<file path="src/rtl/noc_axis_credit_tx.sv">
// AXI-Stream to credit-based NoC injection stage: per-VC credit counters, packet-level VC lock.
// Optional statistics counters are enabled by defining NOC_AXIS_CREDIT_TX_STATS_EN.
module noc_axis_credit_tx #(
  parameter int unsigned N             = 8,
  parameter int unsigned D_W           = 32,
  parameter int unsigned A_W           = $clog2(N) + 1,
  parameter int unsigned VC_W          = 2,
  parameter int unsigned TID_W         = 8,
  parameter int unsigned TDEST_W       = 8,
  parameter int unsigned VC_FIFO_DEPTH = 32,
  parameter int unsigned CREDIT_W      = $clog2(VC_FIFO_DEPTH) + 1
) (
  input  logic                       i_clk,
  input  logic                       i_rst_n,
  input  logic                       s_axis_tvalid,
  output logic                       s_axis_tready,
  input  logic [D_W-1:0]             s_axis_tdata,
  input  logic [TDEST_W-1:0]         s_axis_tdest,
  input  logic [TID_W-1:0]           s_axis_tid,
  input  logic                       s_axis_tlast,
  output logic                       o_noc_valid,
  output logic [D_W-1:0]             o_noc_data,
  output logic [A_W-1:0]             o_noc_addr,
  output logic [VC_W-1:0]            o_noc_vc,
  output logic                       o_noc_last,
  input  logic [VC_W-1:0]            i_noc_credit,
  output logic [VC_W*CREDIT_W-1:0]   o_credit_count,
  output logic                       o_credit_err
`ifdef NOC_AXIS_CREDIT_TX_STATS_EN
  ,
  output logic [31:0]                o_stall_cycles,
  output logic [31:0]                o_flit_count
`endif
);

  localparam int unsigned SEL_W = (VC_W > 1) ? $clog2(VC_W) : 1;
  localparam logic [CREDIT_W-1:0] CREDIT_MAX = CREDIT_W'(VC_FIFO_DEPTH - 1);
  localparam logic [CREDIT_W-1:0] CREDIT_ONE = CREDIT_W'(1);

  typedef enum logic {
    IDLE,
    IN_PKT
  } state_e;

  state_e              state_q, state_d;
  logic [SEL_W-1:0]    lock_q, lock_d;
  logic [SEL_W-1:0]    sel;
  logic [CREDIT_W-1:0] credit_q [VC_W];
  logic [CREDIT_W-1:0] credit_d [VC_W];
  logic [VC_W-1:0]     dec_vec;
  logic                err_q, err_d;
  logic                accept;

  logic                valid_q;
  logic [D_W-1:0]      data_q;
  logic [A_W-1:0]      addr_q;
  logic [VC_W-1:0]     vc_q;
  logic                last_q;

  // Upper TDEST bits beyond the NoC address are intentionally dropped.
  logic unused_tdest;
  assign unused_tdest = ^s_axis_tdest;

  always_comb begin
    sel = SEL_W'(s_axis_tid % TID_W'(VC_W));
    if (state_q == IN_PKT) begin
      sel = lock_q;
    end
  end

  assign s_axis_tready = i_rst_n & (credit_q[sel] != '0);
  assign accept        = s_axis_tvalid & s_axis_tready;

  always_comb begin
    state_d = state_q;
    lock_d  = lock_q;
    if (accept) begin
      if (s_axis_tlast) begin
        state_d = IDLE;
      end else begin
        state_d = IN_PKT;
        lock_d  = sel;
      end
    end
  end

  always_ff @(posedge i_clk) begin
    if (!i_rst_n) begin
      state_q <= IDLE;
      lock_q  <= '0;
    end else begin
      state_q <= state_d;
      lock_q  <= lock_d;
    end
  end

  always_comb begin
    dec_vec = '0;
    for (int unsigned v = 0; v < VC_W; v++) begin
      dec_vec[v] = accept && (sel == SEL_W'(v));
    end
  end

  // A simultaneous consume and return on one VC cancels out, even at the full count.
  always_comb begin
    err_d = err_q;
    for (int unsigned v = 0; v < VC_W; v++) begin
      credit_d[v] = credit_q[v];
      if (dec_vec[v] && !i_noc_credit[v]) begin
        credit_d[v] = credit_q[v] - CREDIT_ONE;
      end else if (i_noc_credit[v] && !dec_vec[v]) begin
        if (credit_q[v] == CREDIT_MAX) begin
          err_d = 1'b1;
        end else begin
          credit_d[v] = credit_q[v] + CREDIT_ONE;
        end
      end
    end
  end

  always_ff @(posedge i_clk) begin
    if (!i_rst_n) begin
      for (int unsigned v = 0; v < VC_W; v++) begin
        credit_q[v] <= CREDIT_MAX;
      end
      err_q <= 1'b0;
    end else begin
      for (int unsigned v = 0; v < VC_W; v++) begin
        credit_q[v] <= credit_d[v];
      end
      err_q <= err_d;
    end
  end

  always_ff @(posedge i_clk) begin
    if (!i_rst_n) begin
      valid_q <= 1'b0;
      data_q  <= '0;
      addr_q  <= '0;
      vc_q    <= '0;
      last_q  <= 1'b0;
    end else begin
      valid_q <= accept;
      if (accept) begin
        data_q <= s_axis_tdata;
        addr_q <= s_axis_tdest[A_W-1:0];
        vc_q   <= VC_W'(1) << sel;
        last_q <= s_axis_tlast;
      end
    end
  end

  always_comb begin
    o_credit_count = '0;
    for (int unsigned v = 0; v < VC_W; v++) begin
      o_credit_count[v*CREDIT_W +: CREDIT_W] = credit_q[v];
    end
  end

  assign o_noc_valid  = valid_q;
  assign o_noc_data   = data_q;
  assign o_noc_addr   = addr_q;
  assign o_noc_vc     = vc_q;
  assign o_noc_last   = last_q;
  assign o_credit_err = err_q;

`ifdef NOC_AXIS_CREDIT_TX_STATS_EN
  logic [31:0] stall_q;
  logic [31:0] flit_q;

  always_ff @(posedge i_clk) begin
    if (!i_rst_n) begin
      stall_q <= '0;
      flit_q  <= '0;
    end else begin
      if (s_axis_tvalid && !s_axis_tready && (stall_q != '1)) begin
        stall_q <= stall_q + 32'd1;
      end
      if (accept && (flit_q != '1)) begin
        flit_q <= flit_q + 32'd1;
      end
    end
  end

  assign o_stall_cycles = stall_q;
  assign o_flit_count   = flit_q;
`endif

endmodule
</file>
<file path="config.mk">
export PLATFORM = sky130hd
export DESIGN_NAME = noc_axis_credit_tx
export DESIGN_NICKNAME = d
export VERILOG_FILES = /design/src/rtl/noc_axis_credit_tx.sv
export SDC_FILE = /design/constraint.sdc
export NUM_CORES = 1
export LEC_CHECK = 0
export ABC_AREA = 1
export BUFFER_PORTS_ARGS = -buffer_cell sky130_fd_sc_hd__buf_4
export CAP_MARGIN = 40
export CORE_MARGIN = 1
export CORE_UTILIZATION = 40
export DETAILED_ROUTE_END_ITERATION = 6
export PLACE_DENSITY_LB_ADDON = 0.25
export SETUP_SLACK_MARGIN = 0.2
export SYNTH_ARGS = -nofsm -noshare
export SYNTH_HDL_FRONTEND = slang
export SYNTH_SLANG_ARGS = --single-unit
</file>
<file path="constraint.sdc">
create_clock -name i_clk -period 4.05 [get_ports i_clk]
set_clock_uncertainty 0.2 [all_clocks]
set_input_delay 0.81 -clock i_clk [delete_from_list [all_inputs] [get_ports i_clk]]
set_output_delay 0.81 -clock i_clk [all_outputs]
set_load 0.005 [all_outputs]
</file>
; ---- Yosys cells after proc, flatten, opt, wreduce, memory -nomap -nowiden
; Memories as Yosys holds them, arrays and structs flattened.
; Index checks and enable logic that the tools add are counted.
[word_totals]
word_cells = 52
output_inout_bits = 54
regBits = 43
inputBits = 54
memories = 1
ramBits = 12
[memory_table]
columns = name, depth, width, rd, rd_ports_with_merged_regs, wr, line
row1 = credit_q, 2, 6, 3, 0, 2, 48  ; logic [CREDIT_W-1:0] credit_q [VC_W];
[op_classes]
n_mux = 18
bitwise_logic = 6
n_eq_ne = 2
addsub = 4
n_reduce_logical = 12
shift = 1
[op_table]
columns = operator, count
row1 = two-way mux 6 bit, 8
row2 = "adder 6 x 1 -> 6 bit, second input constant", 2
row3 = "equality test 6 x 5 -> 1 bit, second input constant", 2
row4 = "subtractor 6 x 1 -> 6 bit, second input constant", 2
row5 = two-way mux 1 bit, 10
row6 = logical AND 1 bit, 6
row7 = nonzero test 6 bit, 1
row8 = zero test 1 bit, 4
row9 = AND 1 bit, 2
row10 = NOT 1 bit, 2
row11 = OR 1 bit, 2
row12 = AND reduction 2 bit, 1
row13 = "<< shifter 1 x 1 -> 2 bit, first input constant", 1

; ---- Logic depth before layout (Yosys ltp)
; Gate-level depths: netlist (run 1).
; An unclocked memory read counts as a cell.
[logic_depth]
depth_word = 13
ltp_mapped = 18
depth_no_buf = 17

; ---- Worst setup path before layout (run 1)
; Ideal clock, no wire load.
[synth_path]
path_kind = input-to-reg
startpoint = input s_axis_tid[0]
endpoint = memory credit_q[1][4] in the netlist's numbering
t_arrival_ps = 2698
required_time_ps = 3727
slack_ps = 1029
setup_time_ps = 123
cell_stages = 17
n_path_buf = 1
path_cell_list = inv_1 -> o21ai_2 -> o21bai_1 -> nor3_2 -> buf_4 -> nand2_1 -> inv_1 -> ha_1 -> inv_1 -> fa_1 -> inv_1 -> nand2_1 -> nand2_1 -> a21o_1 -> nand2_1 -> nand2_1 -> o21ai_0
[synth_rtl]
columns = element, line
row1 = "start, declared", 19  ; input logic [TID_W-1:0] s_axis_tid,
row2 = "end, declared", 48

==> results of run 1 <==
==> cell type report <==
class / count / area, sq um / area share, %
clock buffers: 6 / 72.6 / 2.15
well taps: 75 / 93.8 / 2.78
flip-flops and latches: 55 / 1100 / 32.6
inverters: 34 / 128 / 3.78
clock inverters: 2 / 38.8 / 1.15
multi-input cells: 237 / 1200 / 35.5
repair buffers: 99 / 743 / 22.0
==> worst min-delay path by stage <==
| stage | end | slack (ps) | cells past startpoint |
|---|---|---|---|
| final | o_noc_last | 250 | 2 |
| after global routing | o_noc_last | 280 | 2 |
| after detailed placement | o_noc_last | 240 | 2 |
| after global placement | o_noc_last | 230 | 2 |
| after floorplan | o_noc_last | 240 | 2 |
| after CTS | o_noc_last | 260 | 2 |
==> per-stage QoR <==
stage | setup slack, ps | instance area, sq um | util (%) | hold WS [ps] | cells
floorplan | 1030 | 2490 | - | 238 | 339
finish | 1120 | 3380 | 56.7 | 255 | 508
detailed placement | 803 | 3260 | 54.8 | 239 | 500
global placement | 864 | 3260 | 54.8 | 231 | 500
global route | 967 | 3380 | 56.7 | 281 | 508
CTS | 1120 | 3380 | 56.7 | 259 | 508
==> cell usage after synthesis <==
master,instances,area (sq um)
nor2_2,2,12.5
dfxtp_1,55,1100
a21o_1,2,15.0
nor3_1,2,10.0
inv_2,2,7.51
xnor2_1,2,17.5
buf_4,1,7.51
o21ai_2,1,8.76
xor2_1,2,17.5
buf_2,6,30.0
clkbuf_1,5,18.8
nor3_2,1,10.0
nand4_1,8,50.1
a31oi_1,2,12.5
o21ai_0,5,25.0
inv_1,32,120
or2_2,2,12.5
buf_6,1,11.3
o21bai_1,2,15.0
nand2_1,120,450
nor2_1,12,45.0
fa_1,2,40.0
a21oi_1,52,260
nand3_1,8,40.0
ha_1,12,150
==> power by group through the flow <==
stage	Clock [mW]	Combinational [mW]	Sequential, mW
after floorplan	0	0.355	0.698
after global placement	0	0.552	0.712
after detailed placement	0	0.562	0.714
after CTS	0.377	0.565	0.702
after global routing	0.399	0.639	0.713
final	0.362	0.560	0.701
==> worst max-delay path, cell delays in order <==
cell and delay (ps):
buf_4 80, inv_1 30, o21ai_2 190, o21bai_1 180, nor3_4 160, nand2_1 120, inv_1 70, ha_1 290
inv_1 120, fa_1 370, inv_1 70, nand2_1 70, nand2_1 70, a21o_1 120, nand2_1 50, nand2_1 50
o21ai_0 60
==> routing by layer <==
metal	track usage [%]	vias up	part of all wire (%)
met3	4.61	4	6.8
li1	-	1270	-
met2	31.2	68	48
met1	21.9	1097	45
met5	0	-	0
met4	4.29	0	0.57
==> placed cells by master, fill, tap and decap left out, drive strengths merged, types with 8 or more instances in the layout <==
master / count
a21oi: 52
buf: 99
dfxtp: 55
ha: 12
inv: 35
nand2: 120
nand3: 8
nand4: 8
nor2: 14
==> state kept, by name, indices dropped and copies added, names as in the netlist <==
signal / flops
credit_q: 12
lock_q: 1
o_credit_err: 1
o_noc_addr: 4
o_noc_data: 32
o_noc_last: 1
o_noc_valid: 1
o_noc_vc: 2
state_q: 1
==> cell families (layout without fill, tap and decap cells) <==
family                   count (synthesis)  after routing  share of synthesized area [%]
AO/OA/AOI/OAI                           64             64                           13.5
buffers and inverters                   47            141                           7.84
adder cells (fa/ha/maj)                 14             14                           7.64
AND/OR/NAND/NOR                        155            155                           25.3
flip-flops                              55             55                           44.2
XOR/XNOR                                 4              4                           1.41
==> impl_metrics.json, run 1 <==
{
  "area_growth_pct": 35.6,
  "power_mw": 1.62,
  "power_switching_share_pct": 33.9,
  "cp-end-kind": "flip-flop",
  "die_h_um": 80.9,
  "rsz0062_at_grt": "false",
  "r2r_cells": 16,
  "slew_headroom_pct": 63.2,
  "cts_max_path_buffers": 2,
  "drv_slew": 0,
  "diodes": 0,
  "clkPwrFrac_pct": 22.3,
  "clk_latency_ps": 300,
  "crit_fanout": 6,
  "clkTransAtPathRegs_ps": 100,
  "yosysSeqAreaShare_pct": 44.2,
  "hp-class": "flip-flop to flip-flop",
  "place.gp.congestion": 0.834,
  "rrSetupSlack_ps": 1340,
  "p_leak_nw": 1.65,
  "power.density_nw_per_um2": 481,
  "power_frac_seq_pct": 43.2,
  "dp_hpwl_um": 4250,
  "ant_nets": 0,
  "grt_usage_pct": 17.9,
  "crit_start": "s_axis_tid[0]",
  "wire_per_inst_um": 11.7,
  "n_fill_cell": 614,
  "worstSetupEndpoint": "credit_q[0][4]",
  "postCtsSetupRepairBufs": 0,
  "finalCriticalPeriod_ps": 2930,
  "irDropWorstVdd_mv": 0.248,
  "avgSynthCellArea_sq_um": 7.34,
  "synth_area_sq_um": 2490,
  "cp-start-kind": "input pin",
  "ys_seq_elements": 55,
  "coreArea_sq_um": 5960,
  "syn_inst": 339,
  "cts_made_buffers": 5,
  "hp-start": "o_noc_last",
  "antenna_found_initial": 0,
  "post_drt_via_cell_ratio": 4.80,
  "synth_cell_type_count": 25,
  "switchingPower_mw": 0.550,
  "p_int_mw": 1.07,
  "worst_pin_slew_ps": 550,
  "num_vias": 2439,
  "h-tree-depth": 2,
  "cts_tree": "yes",
  "p_comb_share_pct": 34.5,
  "finalSetupViolations": 0,
  "arrival_ps": 2920,
  "grt_max_degree": 51,
  "finalNetCount": 500,
  "grt_overflow": 0,
  "rr_startpoint": "credit_q[0][1]",
  "dieArea_sq_um": 6540,
  "firstDrtPassIters": 4,
  "cp.required_ps": 4040,
  "ctsResizeCount": 0,
  "syn_nets": 407,
  "cts_sinks": 55,
  "setup_tns_ps": 0,
  "fin_crit_sh_pct": 72.3,
  "grt_pass1_vias": 2056,
  "io_buffers": 96,
  "outcome": "finished, final reports clean",
  "cts-hold-fix-buffers": 0,
  "wirelength_um": 5920,
  "first_iter_violations": 85,
  "start_util_pct": 41.8,
  "die_w_um": 80.9,
  "placementRows": 28,
  "io_pins": 108,
  "root_buffer": "clkbuf_8",
  "grt_pass1_wl_um": 9210,
  "worst-setup-path-type": "input pin to flip-flop",
  "hold_viol": 0,
  "drc": 0,
  "reg2reg_to": "credit_q[0][4]",
  "fmax_ghz": 0.342,
  "ys_warn_count": 0,
  "drive_above_1_share_pct": 26.3,
  "cap_viol_max_count": 0
}
No activity file was read; power rests on OpenSTA's default activity.
==> inputs of run 2 (changes only) <==
==> constraint.sdc (replaced) <==
create_clock -name i_clk -period 2.9 [get_ports i_clk]
set_clock_uncertainty 0.2 [all_clocks]
set_input_delay 0.58 -clock i_clk [delete_from_list [all_inputs] [get_ports i_clk]]
set_output_delay 0.58 -clock i_clk [all_outputs]
set_load 0.005 [all_outputs]
==> run 2 against run 1 <==
Against the previous run: via count shrank 1.1%; hold slack lost 7.8 ps; register-to-register slack lost 930 ps; sequential share of layout area shrank 0.24 points; power grew 36%; first-iteration DRC count grew 26%; global-route usage grew 0.17 points; core utilization grew 1.1 points; sequential power grew 41%; non-clock buffer count grew 5; largest cell class unchanged; largest power group unchanged.
==> impl_metrics.json, run 2 (synthesis gave the netlist of run 1 again) <==
{
  "slowest_stage": "fa_1",
  "setup_tns_ps": 0,
  "final_common_cell": "nand2_1",
  "cts_max_path_buffers": 2,
  "irDropWorstVdd_mv": 0.369,
  "drc": 0,
  "clk_latency_ps": 310,
  "met1_length_um": 2690,
  "dieArea_sq_um": 6540,
  "cts_made_buffers": 5,
  "arrival_ps": 2490,
  "cts_sinks": 55,
  "drv_slew": 0,
  "cp.required_ps": 2900,
  "p_int_mw": 1.43,
  "wl_met3_um": 442,
  "coreArea_sq_um": 5960,
  "dp_hpwl_um": 4210,
  "routed-wl-met2_um": 2620,
  "first_iter_violations": 107,
  "critPathTopFamily": "simple AND/OR/NAND/NOR gates",
  "wirelength_um": 5840,
  "power.density_nw_per_um2": 643,
  "p_comb_share_pct": 36.0,
  "die_w_um": 80.9,
  "power_frac_seq_pct": 44.8,
  "cpMostUsedCell": "nand2_1",
  "start_util_pct": 41.8,
  "whs_ps": 247,
  "mostFrequentLayoutCells": "nand2_1, buf_4, a21oi_1, dfxtp_1, inv_1",
  "largest_reg_flops": 32,
  "drive_above_1_share_pct": 31.1,
  "hp-class": "flip-flop to flip-flop",
  "fin_crit_sh_pct": 86.1,
  "top_layer": "met4",
  "place.gp.congestion": 0.830,
  "io_buffers": 96,
  "grt_max_degree": 51,
  "cts_tree": "yes",
  "finalSetupViolations": 0,
  "cap_viol_max_count": 0,
  "grt_pass1_wl_um": 9300,
  "max_stage_delay_ps": 360,
  "finalNetCount": 505,
  "h-tree-depth": 2,
  "antenna_found_initial": 0,
  "slew_headroom_pct": 64.1,
  "grt_pass1_vias": 2094,
  "root_buffer": "clkbuf_8",
  "crit_fanout": 6,
  "path_cells": "buf_4, inv_1, o21ai_4, inv_2, nor2_2, nor3_4, nand2_1, inv_2, ha_4, inv_1, fa_1, inv_1, nand2_1, nand2_1, a21o_1, nand2_1, nand2_1, o21ai_1",
  "n_fill_cell": 568,
  "placed_cells": 503,
  "wire_per_inst_um": 11.4,
  "clkPwrFrac_pct": 19.2,
  "fin_util_pct": 57.8,
  "grt_overflow": 0,
  "placementRows": 28,
  "worst-setup-path-type": "input pin to flip-flop",
  "post_drt_via_cell_ratio": 4.70,
  "firstDrtPassIters": 4,
  "diodes": 0,
  "io_pins": 108,
  "cp-start-kind": "input pin",
  "ant_nets": 0,
  "critical_path_buf_inv_count": 6,
  "worst_pin_slew_ps": 538,
  "num_vias": 2413,
  "finalCriticalPeriod_ps": 2500,
  "area_growth_pct": 38.4,
  "outcome": "finished, final reports clean",
  "p_leak_nw": 1.67,
  "grt_usage_pct": 18.1,
  "switchingPower_mw": 0.781,
  "fmax_ghz": 0.400,
  "rsz0062_at_grt": "true",
  "power_switching_share_pct": 35.3,
  "clkTransAtPathRegs_ps": 110,
  "cp-end-kind": "flip-flop",
  "fin_cells": 513,
  "hold_viol": 0,
  "die_h_um": 80.9
}
## run 2: cell count changes in the layout (fill, tap and decap cells not counted), sizes merged
cell    previous run  this run
buf               99       104
clkinv             0         2
bufinv             1         0
clkbuf             6         5
## run 2: cell type report
cell class                 count  area (sq um)  share of cell area, %
inverter                      34           128                   3.71
timing repair buffer         104           781                   22.7
sequential                    55          1110                   32.4
clock buffer                   5          68.8                   2.00
multi-input combinational    237          1230                   35.9
tap                           75          93.8                   2.73
clock inverter                 3          22.5                  0.654
## run 2: routing by layer
| metal | global-route usage [%] | vias up |
|---|---|---|
| li1 | - | 1277 |
| met1 | 23.2 | 1054 |
| met2 | 28.8 | 75 |
| met3 | 5.73 | 7 |
| met4 | 5.36 | 0 |
| met5 | 0 | - |
## run 2: through the flow
step | power (mW) | setup slack, ps | instance area, sq um
after detailed placement | 1.78 | 43.2 | 3310
after floorplan | 1.47 | 192 | 2510
after global routing | 2.40 | 191 | 3440
after CTS | 2.22 | 327 | 3400
final | 2.21 | 403 | 3440
after global placement | 1.77 | 99.7 | 3310
## run 2: power groups by stage
stage / logic, mW / clock network [mW] / registers, mW
finish: 0.797 / 0.425 / 0.991
global route: 0.910 / 0.475 / 1.01
CTS: 0.795 / 0.444 / 0.977
detailed placement: 0.793 / 0 / 0.991
global placement: 0.772 / 0 / 0.995
floorplan: 0.499 / 0 / 0.974
## run 2: repair_timing
action / CTS / global route
setup endpoints to repair: 0 / 7
buffers inserted: 0 / 2
hold buffers: 0 / 0
gates resized for setup: 0 / 15
## run 2: worst reg2reg max path: cells and delay by family, from the launching register on
family | cells | cell delay (ps)
AND/OR/NAND/NOR | 8 | 750
adder cells (fa/ha/maj) | 2 | 530
AO/OA/AOI/OAI | 3 | 260
buffers and inverters | 4 | 290
flip-flops | 1 | 350
## run 2: path summary, 6_finish.rpt
kind	start	end	depth (start not counted)	slack [ps]
max	s_axis_tid[0]	credit_q[1][4]	18	400
min	o_noc_last	o_noc_last	2	250
max reg2reg	state_q	credit_q[1][4]	17	410
min reg2reg	o_noc_last	o_noc_last	2	250
